## src/rtl/hf_seq_pkg.sv

```systemverilog
// rtl/hf_seq_pkg.sv - shared types and helpers for the hazard-free function sequencer
//
// Purpose : FSM state encoding, default expected truth table, Gray-code helper
//           and synchronizer depth used by hf_func_sequencer.
// Ports   : none (package)

package hf_seq_pkg;

  typedef enum logic [1:0] {
    IDLE   = 2'd0,
    SETTLE = 2'd1,
    SAMPLE = 2'd2,
    DONE   = 2'd3
  } hf_state_e;

  // bit i = F for {A,B,C,D} = i, A is the MSB
  localparam logic [15:0] HF_EXP_TT_DEFAULT = 16'h3F75;

  localparam int HF_SYNC_STAGES = 2;

  function automatic logic [3:0] gray4(input logic [3:0] k);
    return k ^ (k >> 1);
  endfunction

endpackage

```

## src/rtl/hf_sync2.sv

```systemverilog
// rtl/hf_sync2.sv - two-flop synchronizer for a single asynchronous bit
//
// Purpose : brings the function block output into the clk domain.
// Ports   : clk   - system clock, rising edge
//           rst_n - asynchronous active-low reset, output resets to 0
//           i_d   - asynchronous input bit
//           o_q   - synchronized output bit

module hf_sync2 (
  input  logic clk,
  input  logic rst_n,
  input  logic i_d,
  output logic o_q
);

  logic r_meta;
  logic r_sync;

  always_ff @(posedge clk or negedge rst_n) begin
    if (!rst_n) begin
      r_meta <= 1'b0;
      r_sync <= 1'b0;
    end else begin
      r_meta <= i_d;
      r_sync <= r_meta;
    end
  end

  assign o_q = r_sync;

endmodule

```

## src/rtl/hf_func_sequencer.sv

```systemverilog
// rtl/hf_func_sequencer.sv - Gray-order exerciser and checker for a 4-input function block
//
// Purpose : steps {A,B,C,D} through all 16 codes in Gray order, waits a
//           programmable settle window per code, samples the synchronized F
//           and compares it against EXP_TT. Reports mismatch map and verdict.
//           Optional glitch monitor enabled by defining HF_GLITCH_MON_EN.
// Ports   : clk           - system clock, rising edge
//           rst_n         - asynchronous active-low reset
//           start         - level, accepted in IDLE only
//           settle_cycles - hold time per code, latched at start (0 acts as 1)
//           f_in          - F from the function block, asynchronous to clk
//           abcd          - {A,B,C,D} driven to the function block
//           busy          - sweep in progress
//           done          - one-cycle pulse at sweep end
//           pass          - verdict of the last sweep
//           err_cnt       - number of mismatching codes
//           fail_vec      - bit i set when code i mismatched
//           glitch_cnt    - number of codes that glitched (0 without monitor)
//           glitch_vec    - bit i set when code i glitched (0 without monitor)

module hf_func_sequencer
  import hf_seq_pkg::*;
#(
  parameter int          SETTLE_W = 8,
  parameter logic [15:0] EXP_TT   = HF_EXP_TT_DEFAULT
) (
  input  logic                clk,
  input  logic                rst_n,
  input  logic                start,
  input  logic [SETTLE_W-1:0] settle_cycles,
  input  logic                f_in,
  output logic [3:0]          abcd,
  output logic                busy,
  output logic                done,
  output logic                pass,
  output logic [4:0]          err_cnt,
  output logic [15:0]         fail_vec,
  output logic [4:0]          glitch_cnt,
  output logic [15:0]         glitch_vec
);

  // One extra bit so set_eff plus the synchronizer latency never overflows.
  localparam int             CNT_W        = SETTLE_W + 1;
  localparam logic [CNT_W-1:0] LP_CNT_EXTRA = CNT_W'(HF_SYNC_STAGES - 1);

  hf_state_e           r_state;
  hf_state_e           w_state_nxt;
  logic [3:0]          r_step,    w_step_nxt;
  logic [3:0]          r_abcd,    w_abcd_nxt;
  logic [SETTLE_W-1:0] r_set_eff, w_set_eff_nxt;
  logic [CNT_W-1:0]    r_cnt,     w_cnt_nxt;
  logic                r_busy,    w_busy_nxt;
  logic                r_done,    w_done_nxt;
  logic                r_pass,    w_pass_nxt;
  logic [4:0]          r_err_cnt, w_err_nxt;
  logic [15:0]         r_fail_vec, w_fail_nxt;

  logic                w_f_sync;
  logic [SETTLE_W-1:0] w_set_eff_in;
  logic                w_cnt_last;
  logic                w_mismatch;
  logic                w_glitch_any;

  hf_sync2 u_sync (
    .clk   (clk),
    .rst_n (rst_n),
    .i_d   (f_in),
    .o_q   (w_f_sync)
  );

  assign w_set_eff_in = (settle_cycles == '0) ? SETTLE_W'(1) : settle_cycles;
  // SETTLE lasts set_eff + HF_SYNC_STAGES cycles; counter starts at 0.
  assign w_cnt_last   = (r_cnt == ({1'b0, r_set_eff} + LP_CNT_EXTRA));
  assign w_mismatch   = (w_f_sync != EXP_TT[r_abcd]);

  always_ff @(posedge clk or negedge rst_n) begin
    if (!rst_n) begin
      r_state <= IDLE;
    end else begin
      r_state <= w_state_nxt;
    end
  end

  always_comb begin
    w_state_nxt   = r_state;
    w_step_nxt    = r_step;
    w_abcd_nxt    = r_abcd;
    w_set_eff_nxt = r_set_eff;
    w_cnt_nxt     = r_cnt;
    w_busy_nxt    = r_busy;
    w_done_nxt    = 1'b0;
    w_pass_nxt    = r_pass;
    w_err_nxt     = r_err_cnt;
    w_fail_nxt    = r_fail_vec;

    case (r_state)
      IDLE: begin
        if (start) begin
          w_set_eff_nxt = w_set_eff_in;
          w_step_nxt    = 4'd0;
          w_abcd_nxt    = gray4(4'd0);
          w_cnt_nxt     = '0;
          w_busy_nxt    = 1'b1;
          w_pass_nxt    = 1'b0;
          w_err_nxt     = 5'd0;
          w_fail_nxt    = 16'd0;
          w_state_nxt   = SETTLE;
        end
      end
      SETTLE: begin
        if (w_cnt_last) begin
          w_state_nxt = SAMPLE;
        end else begin
          w_cnt_nxt = r_cnt + CNT_W'(1);
        end
      end
      SAMPLE: begin
        // 16 codes at most one error each, so the 5-bit count cannot wrap.
        w_err_nxt          = r_err_cnt + {4'd0, w_mismatch};
        w_fail_nxt[r_abcd] = r_fail_vec[r_abcd] | w_mismatch;
        if (r_step == 4'd15) begin
          w_busy_nxt  = 1'b0;
          w_done_nxt  = 1'b1;
          w_pass_nxt  = (w_err_nxt == 5'd0) && !w_glitch_any;
          w_state_nxt = DONE;
        end else begin
          w_step_nxt  = r_step + 4'd1;
          w_abcd_nxt  = gray4(r_step + 4'd1);
          w_cnt_nxt   = '0;
          w_state_nxt = SETTLE;
        end
      end
      DONE: begin
        w_state_nxt = IDLE;
      end
      default: begin
        w_state_nxt = IDLE;
      end
    endcase
  end

  always_ff @(posedge clk or negedge rst_n) begin
    if (!rst_n) begin
      r_step     <= 4'd0;
      r_abcd     <= 4'd0;
      r_set_eff  <= '0;
      r_cnt      <= '0;
      r_busy     <= 1'b0;
      r_done     <= 1'b0;
      r_pass     <= 1'b0;
      r_err_cnt  <= 5'd0;
      r_fail_vec <= 16'd0;
    end else begin
      r_step     <= w_step_nxt;
      r_abcd     <= w_abcd_nxt;
      r_set_eff  <= w_set_eff_nxt;
      r_cnt      <= w_cnt_nxt;
      r_busy     <= w_busy_nxt;
      r_done     <= w_done_nxt;
      r_pass     <= w_pass_nxt;
      r_err_cnt  <= w_err_nxt;
      r_fail_vec <= w_fail_nxt;
    end
  end

`ifdef HF_GLITCH_MON_EN
  // Transition counter per vector window (SETTLE entry through SAMPLE).
  // Saturates at 2 since only "more than one" matters.
  logic        r_f_prev;
  logic [1:0]  r_trans;
  logic [4:0]  r_glitch_cnt;
  logic [15:0] r_glitch_vec;
  logic        w_toggle;
  logic        w_glitch_hit;

  assign w_toggle     = w_f_sync ^ r_f_prev;
  assign w_glitch_hit = (r_state == SAMPLE) &&
                        ((r_trans == 2'd2) || ((r_trans == 2'd1) && w_toggle));
  assign w_glitch_any = (r_glitch_cnt != 5'd0) || w_glitch_hit;

  always_ff @(posedge clk or negedge rst_n) begin
    if (!rst_n) begin
      r_f_prev     <= 1'b0;
      r_trans      <= 2'd0;
      r_glitch_cnt <= 5'd0;
      r_glitch_vec <= 16'd0;
    end else begin
      r_f_prev <= w_f_sync;
      case (r_state)
        IDLE: begin
          if (start) begin
            r_trans      <= 2'd0;
            r_glitch_cnt <= 5'd0;
            r_glitch_vec <= 16'd0;
          end
        end
        SETTLE: begin
          if (w_toggle && (r_trans != 2'd2)) begin
            r_trans <= r_trans + 2'd1;
          end
        end
        SAMPLE: begin
          r_trans <= 2'd0;
          if (w_glitch_hit) begin
            r_glitch_cnt         <= r_glitch_cnt + 5'd1;
            r_glitch_vec[r_abcd] <= 1'b1;
          end
        end
        default: begin
        end
      endcase
    end
  end

  assign glitch_cnt = r_glitch_cnt;
  assign glitch_vec = r_glitch_vec;
`else
  assign w_glitch_any = 1'b0;
  assign glitch_cnt   = 5'd0;
  assign glitch_vec   = 16'd0;
`endif

  assign abcd     = r_abcd;
  assign busy     = r_busy;
  assign done     = r_done;
  assign pass     = r_pass;
  assign err_cnt  = r_err_cnt;
  assign fail_vec = r_fail_vec;

endmodule

```

## config.mk

```make
export PLATFORM = sky130hd
export DESIGN_NAME = hf_func_sequencer
export DESIGN_NICKNAME = d
export VERILOG_FILES = /design/src/rtl/hf_seq_pkg.sv /design/src/rtl/hf_sync2.sv /design/src/rtl/hf_func_sequencer.sv
export SDC_FILE = /design/constraint.sdc
export NUM_CORES = 1
export LEC_CHECK = 0
export CAP_MARGIN = 20
export CORE_MARGIN = 1.5
export CORE_UTILIZATION = 52
export CTS_CLUSTER_SIZE = 24
export DETAILED_ROUTE_END_ITERATION = 10
export PLACE_DENSITY = 0.88
export SETUP_SLACK_MARGIN = 0.15
export SLEW_MARGIN = 10
export SYNTH_ARGS = -nofsm -noshare
export SYNTH_HDL_FRONTEND = slang
export SYNTH_SLANG_ARGS = --single-unit
```

## constraint.sdc

```tcl
create_clock -name clk -period 2.6 [get_ports clk]
set_input_delay 0.26 -clock clk [delete_from_list [all_inputs] [get_ports clk]]
set_output_delay 0.26 -clock clk [all_outputs]
set_load 0.005 [all_outputs]
```

# --- Word level (Yosys, flattened, before mapping) ---
# Memory sizes are Yosys's and may differ from the RTL's.
# Cells that the tools add are included.
classes:
  n_addsub: 4
  magnitude_cmp: 2
  eq_ne: 11
  n_mux: 32
  n_bitwise: 2
  reduce_logical: 12
ops:
  columns: ["cell", "n"]
  rows:
  - ["$pmux W16 S2", 1]
  - ["$mux W9", 3]
  - ["$pmux W9 S3", 1]
  - ["$bwmux W16", 1]
  - ["$mux W16", 1]
  - ["$pmux W4 S2", 2]
  - ["$mux W4", 3]
  - ["$ne A2 B2 Y1 const B", 5]
  - ["$pmux W5 S2", 1]
  - ["$add A8 B1 Y9 const B", 1]
  - ["$add A9 B1 Y9 const B", 1]
  - ["$eq A9 B9 Y1", 1]
  - ["$mux W1", 9]
  - ["$logic_not A8 Y1", 1]
  - ["$mux W8", 1]
  - ["$pmux W2 S4", 1]
  - ["$mux W2", 3]
  - ["$reduce_and A2 Y1", 3]
  - ["$reduce_and A3 Y1", 2]
  - ["$add A5 B1 Y5", 1]
  - ["$logic_not A5 Y1", 1]
  - ["$lt A4 B5 Y1 const B", 1]
  - ["$mux W5", 1]
  - ["$add A4 B1 Y4 const B", 1]
  - ["other kinds (15)", 17]
totals:
  ff_bits: 53
  romBits: 16
  input_bits: 12
  output_inout_bits: 49
  word_cells: 76
  n_memories: 1
memory_table:
  columns: ["memory", "depth", "width", "read_ports", "rd_clocked_by_memory_dff", "wr", "line_no", "rtl"]
  rows:
  - ["(no name shown)", 16, 1, 1, 0, 0, "hf_func_sequencer.sv:74", "assign w_mismatch = (w_f_sync != EXP_TT[r_abcd]);"]

# --- Depth between registers and ports, before layout ---
depth:
  word_depth: 7
  depth_mapped: 9
  ltp_nobuf: 8

# --- Modules after synthesis ---
# A second synthesis with hierarchy kept.
unflattened:
  hier_cells: 336
  area_unflattened_um2: 3146.8
modules_own_cells:
  columns: ["module", "n_inst", "cells_per_inst", "area_per_inst_um2", "seq_area_each_um2"]
  rows:
  - ["hf_func_sequencer", 1, 334, 3096.7, 1251.2]
  - ["hf_sync2", 1, 2, 50.0, 50.0]

# --- Worst setup path before layout ---
# Ideal clock, no wire load.
synth_path:
  path_type: "register to register"
  startpoint: "register r_set_eff[0]"
  endpoint: "register r_cnt[1]"
  setup_time_ps: 130
  t_arrival_ps: 2101
  required_time_ps: 2470
  path_slack_ps: 368
  stages_incl_launch_ff: 10
  n_path_buf: 1
  period_less_slack_ps: 2232
  path_cell_list: "dfrtp_1 -> ha_1 -> xor2_1 -> or3_1 -> a211oi_2 -> a211oi_2 -> nor3_4 -> or2_1 -> buf_6 -> o22ai_1"
synth_between:
  elab_chain_cells: 4
synth_lines:
  columns: ["element", "line_no", "rtl"]
  rows:
  - ["from (decl)", "hf_func_sequencer.sv:50", "logic [SETTLE_W-1:0] r_set_eff, w_set_eff_nxt;"]
  - ["from (signal assigned)", "hf_func_sequencer.sv:156", "r_set_eff <= w_set_eff_nxt;"]
  - ["$add A8 B1 Y9", "hf_func_sequencer.sv:73", "assign w_cnt_last = (r_cnt == ({1'b0, r_set_eff} + LP_CNT_EXTRA));"]
  - ["$eq A9 B9 Y1", "hf_func_sequencer.sv:73", null]
  - ["$ne A2 B2 Y1 (no source line)", null, null]
  - ["$reduce_and A4 Y1 (no source line)", null, null]
  - ["to (signal assigned)", "hf_func_sequencer.sv:157", "r_cnt <= w_cnt_nxt;"]
  - ["to (decl)", "hf_func_sequencer.sv:51", "logic [CNT_W-1:0] r_cnt, w_cnt_nxt;"]
# Every way passes these cells.
# A chain may end at the register's enable or synchronous reset.

# --- Worst setup path in the final report ---
layout_path:
  startpoint: "register r_set_eff[0]"
  endpoint: "register r_cnt[4]"
# Same word-level chain as after synthesis.

==> results_dict.tcl <==
set metrics [dict create \
    antennaDiodeCount 0 \
    postSynthCellCount 336 \
    grt_first_pass_wirelength_mm 11.0 \
    power_per_cell_area_nw_per_um2 772 \
    cts_htree_levels 2 \
    synth_warnings 0 \
    detail_route.drc_violations 0 \
    switching_share_pct 37.4 \
    clockPowerShare_pct 20.8 \
    finalClockSkew_ps 4.59 \
    vias 2629 \
    number_of_hold_repair_buffers_added_at_the_cts_stage 0 \
    max_freq_mhz 424 \
    layout-drive-gt1-share_pct 13.5 \
    endpoint_kind "flop" \
    die-height_um 80.8 \
    grt_start_max_net_pins 53 \
    initial_core_util_pct 53.5 \
    tritoncts.num_buffers 5 \
    post_synth_instance_area_um2 3150 \
    critical_path_required_ps 2770 \
    kind_of_critical_path "reg2reg" \
    clockBufferDepth 2 \
    worst_slew_margin_rel_pct 57.3 \
    drt-pass1-iter-count 4 \
    dieArea_um2 6530 \
    finalMaxSlewViolations 0 \
    r2r_end "r_cnt[4]$_DFFE_PN0P_" \
    ys_seq_area_share_pct 41.4 \
    track_usage_pct 21.8 \
    critical_path_arrival_ps 2530 \
    antenna_found_initial 0 \
    tritoncts_clock_tree "done" \
    nFillCells 513 \
    cp_slowest_stage_delay_ps 470 \
    comb_power_share_pct 35.9 \
    reg2reg_from "r_set_eff[0]$_DFFE_PN0P_" \
    nets 387 \
    finish.instance_area_um2 3680 \
    most_common_library_cell_in_the_layout_ignoring_fill_and_taps "sky130_fd_sc_hd__dfrtp_1" \
    cts_sinks 52 \
    cp_num_buf_inv 0 \
    most-common-layout-cells "51 x sky130_fd_sc_hd__dfrtp_1, 44 x sky130_fd_sc_hd__nand2_1, 38 x sky130_fd_sc_hd__clkdlybuf4s50_1, 30 x sky130_fd_sc_hd__nand3_1, 25 x sky130_fd_sc_hd__o21ai_0" \
    timing.max_cap.violations 0 \
    gpl.final_weighted_congestion 0.817 \
    seq_power_share_pct 43.3 \
    number_of_global_route_vias_before_repair 2303 \
    p_switching_mw 1.06 \
    syn_avg_cell_area_um2 9.37 \
    drt-initial-drc-count 260 \
    post_route_clock_period_utilization_pct 90.8 \
    avgViaCountPerCell 5.89 \
    yosys_most_used_dff "sky130_fd_sc_hd__dfrtp_1" \
    post-dp-hpwl_mm 4.74 \
    setup_repair_after_global_routing_missed_its_margin "no" \
    timing.critical_path.max_delay_family "compound AO/OA/AOI/OAI gates" \
    grt_overflow_total 0 \
    core_area_um2 5890 \
    timing.critical_path.cells "ha_2 -> nand2_2 -> nor2_1 -> o311a_1 -> o2111ai_4 -> nor3_4 -> o311ai_0 -> o31ai_2" \
    tightest_slew_ps 641 \
    dpl_cell_area_um2 3510 \
    synth-edff-count 0 \
    report.final.hold_viol_count 0 \
    final_period_minus_worst_setup_slack_ps 2360 \
    detail_route.wirelength_mm 6.89 \
    clock_tree.root_cell "sky130_fd_sc_hd__clkbuf_8" \
    intPower_mw 1.78 \
    power.static_leakage_nw 1.57 \
    status "complete, no violations" \
    source_to_sink_clock_delay_at_the_later_pin_of_the_worst_skew_pair_ps 310 \
    holdCritPathClass "in2async" \
    setup-tns-final_ps 0 \
    num_rows 28 \
    reg2reg_slack_ps 240 \
    area_growth_syn_to_layout_pct 17.1 \
    routedWlPerCell_um 15.4 \
    peakVddDrop_mv 0.462 \
    die_w_um 80.8 \
    ioPinCount 61 \
    synth_seq_cells 52 \
    crit_slowest_cell "sky130_fd_sc_hd__o311ai_0" \
    netlist_cell_types 58 \
    r2r_cells 8 \
    port_buffers 39 \
    worstSetupStartpointType "flop" \
    clkSlewWorstSetupHoldPaths_ps 100 \
    finalSetupViolCount 0 \
    timing.critical_path.fanout_max 5 \
    antenna_left 0 \
    asyncSetResetFlopFracSynth_pct 100 \
]
power by group through the flow:
stage	combinational (mW)	clock (mW)	sequential (mW)
3_5_place_dp	0.911	0	1.23
4_1_cts	0.929	0.603	1.22
5_1_grt	1.11	0.634	1.27
6_report	1.02	0.592	1.23
3_3_place_gp	0.872	0	1.22
2_1_floorplan	0.718	0	1.15
logic make-up (layout without fill, tap and decap cells):
family / count (synthesis) / count (layout) / synth area share [%]
XOR/XNOR: 15 / 15 / 4.18
other: 1 / 21 / 0.119
AND/OR/NAND/NOR: 127 / 128 / 20.5
buffers and inverters: 49 / 63 / 9.26
adder cells (fa/ha/maj): 5 / 5 / 1.99
flip-flops: 52 / 52 / 41.4
AO/OA/AOI/OAI: 69 / 69 / 15.7
multiplexers: 18 / 18 / 6.92
cell usage after synthesis (all sizes together), types with 3 or more instances:
library cell  instances  share of area [%]
mux2i                 6                1.9
nor2b                 3               0.60
ha                    5                2.0
a211oi                3                1.0
o311ai                6                1.7
nor2                 11                1.3
nand4                 6                1.2
a31oi                 5               0.99
o21ai                25                4.0
xor2                  9                2.5
clkbuf               16                1.9
dfrtp                52                 41
nor3                  9                2.1
a21oi                 5               0.80
nand2                45                5.4
nand3                31                5.1
buf                  27                6.6
inv                   6               0.72
o31ai                 7                2.3
nor4                  3               0.60
mux2                 10                3.6
nand2b                6                1.2
xnor2                 6                1.7
how the worst max path moves through the flow:
stage | to | cells after the start | from | slack (ps)
after floorplan | r_cnt[1]$_DFFE_PN0P_ | 9 | r_set_eff[0]$_DFFE_PN0P_ | 370
after global placement | r_cnt[0]$_DFFE_PN0P_ | 8 | r_set_eff[0]$_DFFE_PN0P_ | 150
after detailed placement | r_cnt[0]$_DFFE_PN0P_ | 8 | r_set_eff[0]$_DFFE_PN0P_ | 50
after CTS | r_state[0]$_DFFE_PN0P_ | 8 | r_set_eff[0]$_DFFE_PN0P_ | 150
after global routing | r_cnt[7]$_DFFE_PN0P_ | 8 | r_set_eff[0]$_DFFE_PN0P_ | 140
final | r_cnt[4]$_DFFE_PN0P_ | 8 | r_set_eff[0]$_DFFE_PN0P_ | 240
through the flow:
stage / std cells / setup WS [ps] / util [%] / total power, mW / hold slack (ps)
6_report: 446 / 239 / 62.6 / 2.85 / 53.8
5_1_grt: 446 / 141 / 62.6 / 3.01 / 127
4_1_cts: 445 / 150 / 61.7 / 2.75 / 79.5
3_5_place_dp: 437 / 50.2 / 59.6 / 2.14 / 340
3_3_place_gp: 437 / 153 / 59.6 / 2.09 / 338
2_1_floorplan: 356 / 368 / - / 1.87 / -35.6
worst reg2reg max path: stages (launching register included):
cell	delay, ps
sky130_fd_sc_hd__dfrtp_2	450
sky130_fd_sc_hd__ha_2	230
sky130_fd_sc_hd__nand2_2	110
sky130_fd_sc_hd__nor2_1	50
sky130_fd_sc_hd__o311a_1	370
sky130_fd_sc_hd__o2111ai_4	300
sky130_fd_sc_hd__nor3_4	100
sky130_fd_sc_hd__o311ai_0	470
sky130_fd_sc_hd__o31ai_2	150
state kept, by name, indices dropped and copies added (netlist names):
name	flops
r_state	2
u_sync.o_q	1
r_set_eff	8
busy	1
fail_vec	16
done	1
u_sync.r_meta	1
abcd	3
r_step	4
err_cnt	5
r_cnt	9
pass	1
cell type report:
type	instances	area (um2)	area share [%]
Inverter	6	22.5	0.611
Sequential cell	52	1300	35.3
Clock buffer	6	82.6	2.24
Tap cell	75	93.8	2.55
Clock inverter	2	38.8	1.05
Multi-Input combinational cell	256	1680	45.7
Timing Repair Buffer	49	460	12.5
layer usage:
metal	vias up	part of all wire, %	global-route usage [%]
met3	15	6.6	3.93
met2	105	49	35.0
met4	0	1.8	6.21
met5	-	0	0
met1	1266	43	30.4
li1	1243	-	-
what timing repair did:
item	in CTS	in global routing
buffers inserted	0	0
pin swaps	0	2
cloned	0	1
gates resized for setup	2	9
setup endpoints to repair	7	11
hold endpoints to repair	0	0
Note: power is estimated with default switching activity, not from simulation.
